**config.mk**
```make
export PLATFORM = sky130hd
export DESIGN_NAME = id_stage
export DESIGN_NICKNAME = d
export VERILOG_FILES = /design/src/rtl/id_stage.sv
export SDC_FILE = /design/constraint.sdc
export NUM_CORES = 2
export LEC_CHECK = 0
export ABC_AREA = 0
export CELL_PAD_IN_SITES_DETAIL_PLACEMENT = 0
export CELL_PAD_IN_SITES_GLOBAL_PLACEMENT = 1
export CORE_MARGIN = 2
export CORE_UTILIZATION = 35
export CTS_CLUSTER_DIAMETER = 40
export DETAILED_ROUTE_END_ITERATION = 8
export GPL_ROUTABILITY_DRIVEN = 0
export PLACE_DENSITY = 0.66
export SLEW_MARGIN = 5
export SYNTH_ARGS = -nofsm -noshare
export SYNTH_HDL_FRONTEND = slang
export SYNTH_SLANG_ARGS = --single-unit
```
**constraint.sdc**
```tcl
create_clock -name clk -period 2.78 [get_ports clk]
set_input_delay 0.834 -clock clk [delete_from_list [all_inputs] [get_ports clk]]
set_output_delay 0.834 -clock clk [all_outputs]
set_load 0.02 [all_outputs]
```
**src/rtl/id_stage.sv**
```systemverilog
// -----------------------------------------------------------------------------
// id_stage -- RV32I instruction-decode stage.
//
// Decodes the instruction handed over by fetch, reads the 32x32 register
// file (with same-cycle write-back bypass) and builds the sign-extended
// immediate. Everything is registered into the ID/EX boundary (1-cycle
// latency).
//
// Ports
//   clk, reset            : clock, synchronous active-high reset
//   is_flush, is_stall    : pipeline control (reset > flush > stall)
//   if_valid/if_pc/if_instr : fetch-stage output
//   wb_we/wb_rd/wb_data   : register-file write port from write-back
//   id_*                  : ID/EX boundary outputs (valid, pc, register
//                           indices and operands, immediate, raw opcode
//                           fields, control bits, illegal flag)
// -----------------------------------------------------------------------------
module id_stage (
  input  logic        clk,
  input  logic        reset,
  input  logic        is_flush,
  input  logic        is_stall,
  input  logic        if_valid,
  input  logic [31:0] if_pc,
  input  logic [31:0] if_instr,
  input  logic        wb_we,
  input  logic [4:0]  wb_rd,
  input  logic [31:0] wb_data,
  output logic        id_valid,
  output logic [31:0] id_pc,
  output logic [4:0]  id_rs1,
  output logic [4:0]  id_rs2,
  output logic [4:0]  id_rd,
  output logic [31:0] id_rs1_data,
  output logic [31:0] id_rs2_data,
  output logic [31:0] id_imm,
  output logic [6:0]  id_opcode,
  output logic [2:0]  id_funct3,
  output logic        id_funct7b5,
  output logic        id_reg_write,
  output logic        id_mem_read,
  output logic        id_mem_write,
  output logic        id_is_branch,
  output logic        id_is_jump,
  output logic        id_illegal
);

  localparam int DATA_W = 32;

  localparam logic [6:0] OPC_OP     = 7'b0110011;
  localparam logic [6:0] OPC_OPIMM  = 7'b0010011;
  localparam logic [6:0] OPC_LOAD   = 7'b0000011;
  localparam logic [6:0] OPC_STORE  = 7'b0100011;
  localparam logic [6:0] OPC_BRANCH = 7'b1100011;
  localparam logic [6:0] OPC_LUI    = 7'b0110111;
  localparam logic [6:0] OPC_AUIPC  = 7'b0010111;
  localparam logic [6:0] OPC_JAL    = 7'b1101111;
  localparam logic [6:0] OPC_JALR   = 7'b1100111;

  // Immediate generator; every format sign-extends from instr[31].
  function automatic logic signed [DATA_W-1:0] imm_gen(input logic [31:0] ins);
    case (ins[6:0])
      OPC_OPIMM, OPC_LOAD, OPC_JALR:
        imm_gen = {{20{ins[31]}}, ins[31:20]};
      OPC_STORE:
        imm_gen = {{20{ins[31]}}, ins[31:25], ins[11:7]};
      OPC_BRANCH:
        imm_gen = {{19{ins[31]}}, ins[31], ins[7], ins[30:25], ins[11:8], 1'b0};
      OPC_LUI, OPC_AUIPC:
        imm_gen = {ins[31:12], 12'b0};
      OPC_JAL:
        imm_gen = {{11{ins[31]}}, ins[31], ins[19:12], ins[20], ins[30:21], 1'b0};
      default:
        imm_gen = '0;
    endcase
  endfunction

  // Register read with write-back bypass; x0 is hard-wired to zero.
  function automatic logic [DATA_W-1:0] rf_read(input logic [4:0]        idx,
                                                input logic [DATA_W-1:0] stored,
                                                input logic              we,
                                                input logic [4:0]        wrd,
                                                input logic [DATA_W-1:0] wdata);
    if (idx == 5'd0)
      rf_read = '0;
    else if (we && (wrd == idx))
      rf_read = wdata;
    else
      rf_read = stored;
  endfunction

  logic [DATA_W-1:0] rf [32];

  // Write-back port: independent of stall/flush, only reset overrides it.
  always_ff @(posedge clk) begin
    if (reset) begin
      for (int i = 0; i < 32; i++) rf[i] <= '0;
    end else if (wb_we && (wb_rd != 5'd0)) begin
      rf[wb_rd] <= wb_data;
    end
  end

  // ---- stage p0: combinational decode of the fetched instruction ----
  logic [6:0]               opcode_p0;
  logic [4:0]               rs1_p0, rs2_p0, rd_p0;
  logic [2:0]               funct3_p0;
  logic                     funct7b5_p0;
  logic [DATA_W-1:0]        rs1_data_p0, rs2_data_p0;
  logic signed [DATA_W-1:0] imm_p0;
  logic                     reg_write_p0, mem_read_p0, mem_write_p0;
  logic                     is_branch_p0, is_jump_p0, illegal_p0;
  logic                     writes_rd_p0;

  assign opcode_p0   = if_instr[6:0];
  assign rd_p0       = if_instr[11:7];
  assign funct3_p0   = if_instr[14:12];
  assign rs1_p0      = if_instr[19:15];
  assign rs2_p0      = if_instr[24:20];
  assign funct7b5_p0 = if_instr[30];
  assign imm_p0      = imm_gen(if_instr);
  assign rs1_data_p0 = rf_read(rs1_p0, rf[rs1_p0], wb_we, wb_rd, wb_data);
  assign rs2_data_p0 = rf_read(rs2_p0, rf[rs2_p0], wb_we, wb_rd, wb_data);

  always_comb begin
    writes_rd_p0 = 1'b0;
    mem_read_p0  = 1'b0;
    mem_write_p0 = 1'b0;
    is_branch_p0 = 1'b0;
    is_jump_p0   = 1'b0;
    illegal_p0   = 1'b0;
    case (opcode_p0)
      OPC_OP, OPC_OPIMM, OPC_LUI, OPC_AUIPC: writes_rd_p0 = 1'b1;
      OPC_LOAD:   begin writes_rd_p0 = 1'b1; mem_read_p0 = 1'b1; end
      OPC_STORE:  mem_write_p0 = 1'b1;
      OPC_BRANCH: is_branch_p0 = 1'b1;
      OPC_JAL, OPC_JALR: begin writes_rd_p0 = 1'b1; is_jump_p0 = 1'b1; end
      default:    illegal_p0 = 1'b1;
    endcase
  end

  // A write to x0 is architecturally a no-op, so suppress it here.
  assign reg_write_p0 = writes_rd_p0 && (rd_p0 != 5'd0);

  // ---- stage p1: ID/EX boundary registers ----
  logic                     vld_p1;
  logic [DATA_W-1:0]        pc_p1, rs1_data_p1, rs2_data_p1;
  logic signed [DATA_W-1:0] imm_p1;
  logic [4:0]               rs1_p1, rs2_p1, rd_p1;
  logic [6:0]               opcode_p1;
  logic [2:0]               funct3_p1;
  logic                     funct7b5_p1;
  logic                     reg_write_p1, mem_read_p1, mem_write_p1;
  logic                     is_branch_p1, is_jump_p1, illegal_p1;

  // Reset, flush and an invalid fetch all load an all-zero bubble; the data
  // fields are cleared too so downstream never sees stale operands.
  always_ff @(posedge clk) begin
    if (reset || is_flush || (!is_stall && !if_valid)) begin
      vld_p1       <= 1'b0;
      pc_p1        <= '0;
      rs1_p1       <= '0;
      rs2_p1       <= '0;
      rd_p1        <= '0;
      rs1_data_p1  <= '0;
      rs2_data_p1  <= '0;
      imm_p1       <= '0;
      opcode_p1    <= '0;
      funct3_p1    <= '0;
      funct7b5_p1  <= 1'b0;
      reg_write_p1 <= 1'b0;
      mem_read_p1  <= 1'b0;
      mem_write_p1 <= 1'b0;
      is_branch_p1 <= 1'b0;
      is_jump_p1   <= 1'b0;
      illegal_p1   <= 1'b0;
    end else if (!is_stall) begin
      vld_p1       <= 1'b1;
      pc_p1        <= if_pc;
      rs1_p1       <= rs1_p0;
      rs2_p1       <= rs2_p0;
      rd_p1        <= rd_p0;
      rs1_data_p1  <= rs1_data_p0;
      rs2_data_p1  <= rs2_data_p0;
      imm_p1       <= imm_p0;
      opcode_p1    <= opcode_p0;
      funct3_p1    <= funct3_p0;
      funct7b5_p1  <= funct7b5_p0;
      reg_write_p1 <= reg_write_p0;
      mem_read_p1  <= mem_read_p0;
      mem_write_p1 <= mem_write_p0;
      is_branch_p1 <= is_branch_p0;
      is_jump_p1   <= is_jump_p0;
      illegal_p1   <= illegal_p0;
    end
  end

  assign id_valid     = vld_p1;
  assign id_pc        = pc_p1;
  assign id_rs1       = rs1_p1;
  assign id_rs2       = rs2_p1;
  assign id_rd        = rd_p1;
  assign id_rs1_data  = rs1_data_p1;
  assign id_rs2_data  = rs2_data_p1;
  assign id_imm       = imm_p1;
  assign id_opcode    = opcode_p1;
  assign id_funct3    = funct3_p1;
  assign id_funct7b5  = funct7b5_p1;
  assign id_reg_write = reg_write_p1;
  assign id_mem_read  = mem_read_p1;
  assign id_mem_write = mem_write_p1;
  assign id_is_branch = is_branch_p1;
  assign id_is_jump   = is_jump_p1;
  assign id_illegal   = illegal_p1;

endmodule

```
**Yosys cells after proc, flatten, opt, wreduce, memory -nomap -nowiden**

Memories as Yosys holds them, arrays and structs flattened.
Index checks and enable logic that the tools add are counted.

- Register bits: 161
- Memory bits (writable): 1024
- Input bits: 107
- Output and inout port bits: 161
- Word-level logic and storage cells: 67
- Memories kept: 1

Memories:

| name | depth | width | read ports | clocked after Yosys merged registers in | wr ports | RTL line | RTL |
|---|---|---|---|---|---|---|---|
| rf | 32 | 32 | 2 | 0 | 32 | 92 | `logic [DATA_W-1:0] rf [32];` |

- Equal/unequal tests: 11
- Multiplexer cells: 19
- Reductions and logical operators: 19

Operators by type and width:

| cell | count |
|---|---|
| two-way mux 32 bit | 5 |
| one-hot mux 32 bit (5 select lines) | 1 |
| OR reduction 32 bit | 1 |
| == test 7 x 6 -> 1 bit, second input constant | 3 |
| == test 7 bit, second input constant | 3 |
| == test 7 x 5 -> 1 bit, second input constant | 2 |
| two-way mux 1 bit | 12 |
| == test 5 bit | 2 |
| logical NOT 5 bit | 2 |
| nonzero test 5 bit | 2 |
| OR reduction 9 bit | 1 |
| == test 7 x 2 -> 1 bit, second input constant | 1 |
| OR reduction 7 bit | 1 |
| logical AND 1 bit | 5 |
| two-way mux 5 bit | 1 |
| OR reduction 2 bit | 2 |
| OR reduction 3 bit | 1 |
| logical NOT 1 bit | 2 |
| logical OR 1 bit | 2 |

**Logic depth before layout (Yosys ltp)**

- Depth after elaboration: 7
- Depth in mapped cells: 9
- Gate-level depth less buffers: 5

**Least setup slack after synthesis**

Ideal clock, no wire load.

- Path type: input to register
- Start: in wb_rd[2]
- End: mem rf[12][0], enable pin
- Library setup time: 0.330 ns
- Arrival time: 2.343 ns
- Data required time: 2.450 ns
- Path slack: 0.107 ns
- Stages: 6
- Path buffers: 2
- Path through: buf_2 > or3_1 > nand4bb_1 > clkbuf_1 > nor2_1 > or2_2

RTL lines:

| what | RTL line | RTL |
|---|---|---|
| start: declaration | 27 | `input logic [4:0] wb_rd,` |
| end: declaration | 92 |  |

**Worst setup path after layout**

- Start: in if_instr[24]
- End: reg rs2_data_p1[22] (netlist: id_rs2_data[22])

- Longest elaborated chain between the ends: 4
- Elaborated cells on any way between the ends: 6
- Classes of those cells: eq/ne: 1; mux: 2; reduce/logical: 2; memory: 1

Ends and longest elaborated chain:

| what | RTL line | RTL |
|---|---|---|
| start: declaration | 25 | `input logic [31:0] if_instr,` |
| parallel branches: the longest is 3 deep, another holds memory (32 x 32 bit) | n/a |  |
| two-way mux 32 bit * | 84 | `if (idx == 5'd0)` |
| end signal: assignment | 183 | `rs2_data_p1 <= rs2_data_p0;` |
| end: declaration | 146 | `logic [DATA_W-1:0] pc_p1, rs1_data_p1, rs2_data_p1;` |

Every way passes the cells marked *.
A chain may end at the register's enable or synchronous reset.

==> qor.txt <==
status -> completed
initial antenna violation count -> 12
min cycle time layout -> 2730 ps
worst hold slack -> 455 ps
Die W -> 417 um
CP top delay family -> simple AND/OR/NAND/NOR gates
area grow syn2layout -> 26.7%
Worst-Margin Slew -> 842 ps
PD cells -> 632 nW/um2
FF+latch area -> 34000 um2
Max Clk Rate -> 0.367 GHz
Net count, final -> 5007
clk_skew -> 41.3 ps
post-synthesis sequential area ratio -> 0.570
distinct cell type count after synthesis -> 51
CP Max Fanout -> 12
RSZ-0062 raised after global routing -> false
Most Crowded Layer GR -> met2
critical path's slowest cell -> nor4_1
Initial Util -> 0.352
Overflow after GRT -> 0
Residual DRC -> 0
H-tree level count -> 4
worst skew pair latency -> 810 ps
CP Capture Type -> register
Clock transition at path regs -> 50 ps
Post-DP HPWL -> 151 mm
Worst EP arrival -> 3480 ps
I/O pins -> 268
vias -> 41700
crit-path max cell delay -> 620 ps
Crit path buffers/inverters -> 3
Max-slew headroom -> 0.433
Place WS -> -764 ps
Rows -> 151
hold buffers post-CTS -> 0
crit path kind -> in -> reg
number of synthesized flops with an enable pin -> 1024
DR vias/cell -> 5.73
Finished Cell Area -> 75600 um2
Core Area -> 169000 um2
met1 Usage GRT -> 0.336
vias in the first global route -> 41500
largest net degree at the start of global routing -> 93
die span in y -> 417 um
Max Cap Viol -> 0
period utilisation layout -> 0.981
CTS sink cnt -> 1185
Syn. warnings -> 0
Main synth FF type -> edfxtp_1
Leak -> 27.9 nW
crit start category -> input port
Cell Area, Placed -> 69700 um2
Fin. Hold Viols -> 0
Total GRT Usage -> 0.250
CTS tree -> yes
global-route wire length before repair -> 311 mm
Post-Route WL -> 222 mm
Synth Register Bits -> 1185
die area -> 174000 um2
clock tree buffer depth -> 3
Mapped Area -> 59600 um2
IO Port Bufs -> 267
Final Util -> 0.446
Avg Cell Area, Syn -> 13.7 um2
drt pass-1 iters -> 8
met3 usage -> 0.0462
Peak VDD IR -> 0.716 mV
WL/cell -> 30.5 um
Pins Over Slew Limit -> 0
fraction of registers with async set/reset -> 0
CTS root buffer -> clkbuf_16
Inserted Clock Buffers -> 173
Final WS setup -> 53.5 ps
Setup Viol. Count Final -> 0
cell count after synthesis -> 4354
Post-DRT Antenna Nets -> 0
# Post-CTS Setup Buffers -> 0
ratio of cells with drive above 1 in the final layout -> 0.233
drt first-iter violations -> 4982
area of the multi-input gates -> 24100 um2
Cell Chain, Critical Path -> clkdlybuf4s50_1 > buf_4 > and4bb_2 > buf_12 > a22oi_1 > nand4_1 > nor4_1 > a221o_1
Critical Path RT -> 3530 ps
met2 Resource Use GR -> 0.400
Hold WC Path Type -> reg -> reg
Fill cells -> 15000
-- routing by layer --
layer  share of wire  up-vias  routed length [um]
met5         0.00017        -                  37
met4           0.042        6                9300
met3           0.082      401               18300
met2            0.47     2094              103000
met1            0.41    21400               91000
li1                -    17800                   -
-- report_power, final --
part           internal, mW  total, mW  switching, mW  leakage (nW)
Clock                  13.2       22.0           8.77          2.80
Combinational          2.19       5.02           2.83          14.1
Sequential             20.2       20.7          0.502          11.1
Total                  35.6       47.7           12.1          27.9
-- cell families (layout without fill, tap and decap cells) --
kind of cell,Yosys count,after routing,synth area share
flip-flops,1185,1185,0.570
AO/OA/AOI/OAI,513,513,0.0639
other,1,40,0.0000629
XOR/XNOR,10,10,0.00147
buffers and inverters,466,1130,0.0344
multiplexers,827,827,0.193
AND/OR/NAND/NOR,1352,1352,0.138
-- path summary, 6_finish.rpt --
check	startpoint	to	slack [ps]	cells after the start
setup / recovery	if_instr[24]	id_rs2_data[22]$_SDFFE_PP0N_	50	8
hold / removal	id_valid$_SDFFE_PP0N_	id_valid$_SDFFE_PP0N_	460	2
setup reg to reg	rf[10][22]$_SDFFCE_PN0P_	id_rs2_data[22]$_SDFFE_PP0N_	760	5
hold reg to reg	id_valid$_SDFFE_PP0N_	id_valid$_SDFFE_PP0N_	460	2
-- layout by cell type (no fill, tap or decap), types with 64 or more instances in the layout --
cell type and count:
buf_12 176, dfxtp_1 154, mux4_2 256, nor4_1 65
nor2_1 79, clkbuf_16 175, nand4_1 66, and2_1 993
buf_4 352, mux2i_1 571, clkdlybuf4s50_1 235, edfxtp_1 1024
a22oi_1 265, o22ai_1 128, a221o_1 64
-- synth_stat cells, drive strengths merged (2+ instances only) --
master | instances | share of area
a21oi | 14 | 0.0012
a221o | 64 | 0.011
a221oi | 15 | 0.0022
a22oi | 265 | 0.033
and2 | 993 | 0.10
and4b | 4 | 0.00067
and4bb | 5 | 0.0010
buf | 167 | 0.016
clkbuf | 286 | 0.018
dfxtp | 161 | 0.054
edfxtp | 1024 | 0.52
inv | 12 | 0.00076
mux2i | 571 | 0.096
mux4 | 256 | 0.097
nand2 | 29 | 0.0018
nand2b | 2 | 0.00021
nand3 | 6 | 0.00050
nand3b | 7 | 0.00088
nand4 | 66 | 0.0069
nor2 | 111 | 0.0070
nor3 | 7 | 0.00059
nor4 | 65 | 0.0068
nor4b | 5 | 0.0013
nor4bb | 4 | 0.00067
o21a | 3 | 0.00038
o21ai | 15 | 0.0013
o21bai | 2 | 0.00038
o22ai | 128 | 0.013
o31a | 3 | 0.00044
or2 | 31 | 0.0033
or3 | 3 | 0.00031
or3b | 5 | 0.00073
or4 | 4 | 0.00050
xnor2 | 10 | 0.0015
-- worst reg2reg max path, delay by kind of cell, from the launching register on --
kind            cells  cell delay (ps)
mux                 1               80
flops               1              360
compound gates      2              620
simple gates        2              930
-- state kept, by name, indices dropped and copies added, names as in the netlist, 3 cells and up --
signal       count
id_funct3        3
id_rd            5
id_rs2           5
id_pc           32
id_rs2_data     32
id_opcode        7
rf            1024
id_rs1           5
id_rs1_data     32
id_imm          32
-- timing repair --
| item | 4_1_cts | 5_1_grt |
|---|---|---|
| resized for setup | 33 | 0 |
| hold endpoints to repair | 0 | 0 |
| setup endpoints to repair | 26 | 0 |
-- cell type report --
class                           count  share of cell area
Timing Repair Buffer              793               0.117
Antenna cell                        8            0.000265
Multi-Input combinational cell   2734               0.319
Sequential cell                  1185               0.450
Clock inverter                    115              0.0158
Tap cell                         2218              0.0367
Inverter                           13            0.000646
Clock buffer                      209              0.0611
-- through the flow --
stage,power [mW],instances,TNS (ps)
floorplan,23.4,4385,0
global placement,26.0,6943,-523140
detailed placement,26.0,6943,-605990
CTS,48.0,7267,0
global route,49.0,7269,0
finish,47.7,7275,0
Power figures use the tool's default switching activity.
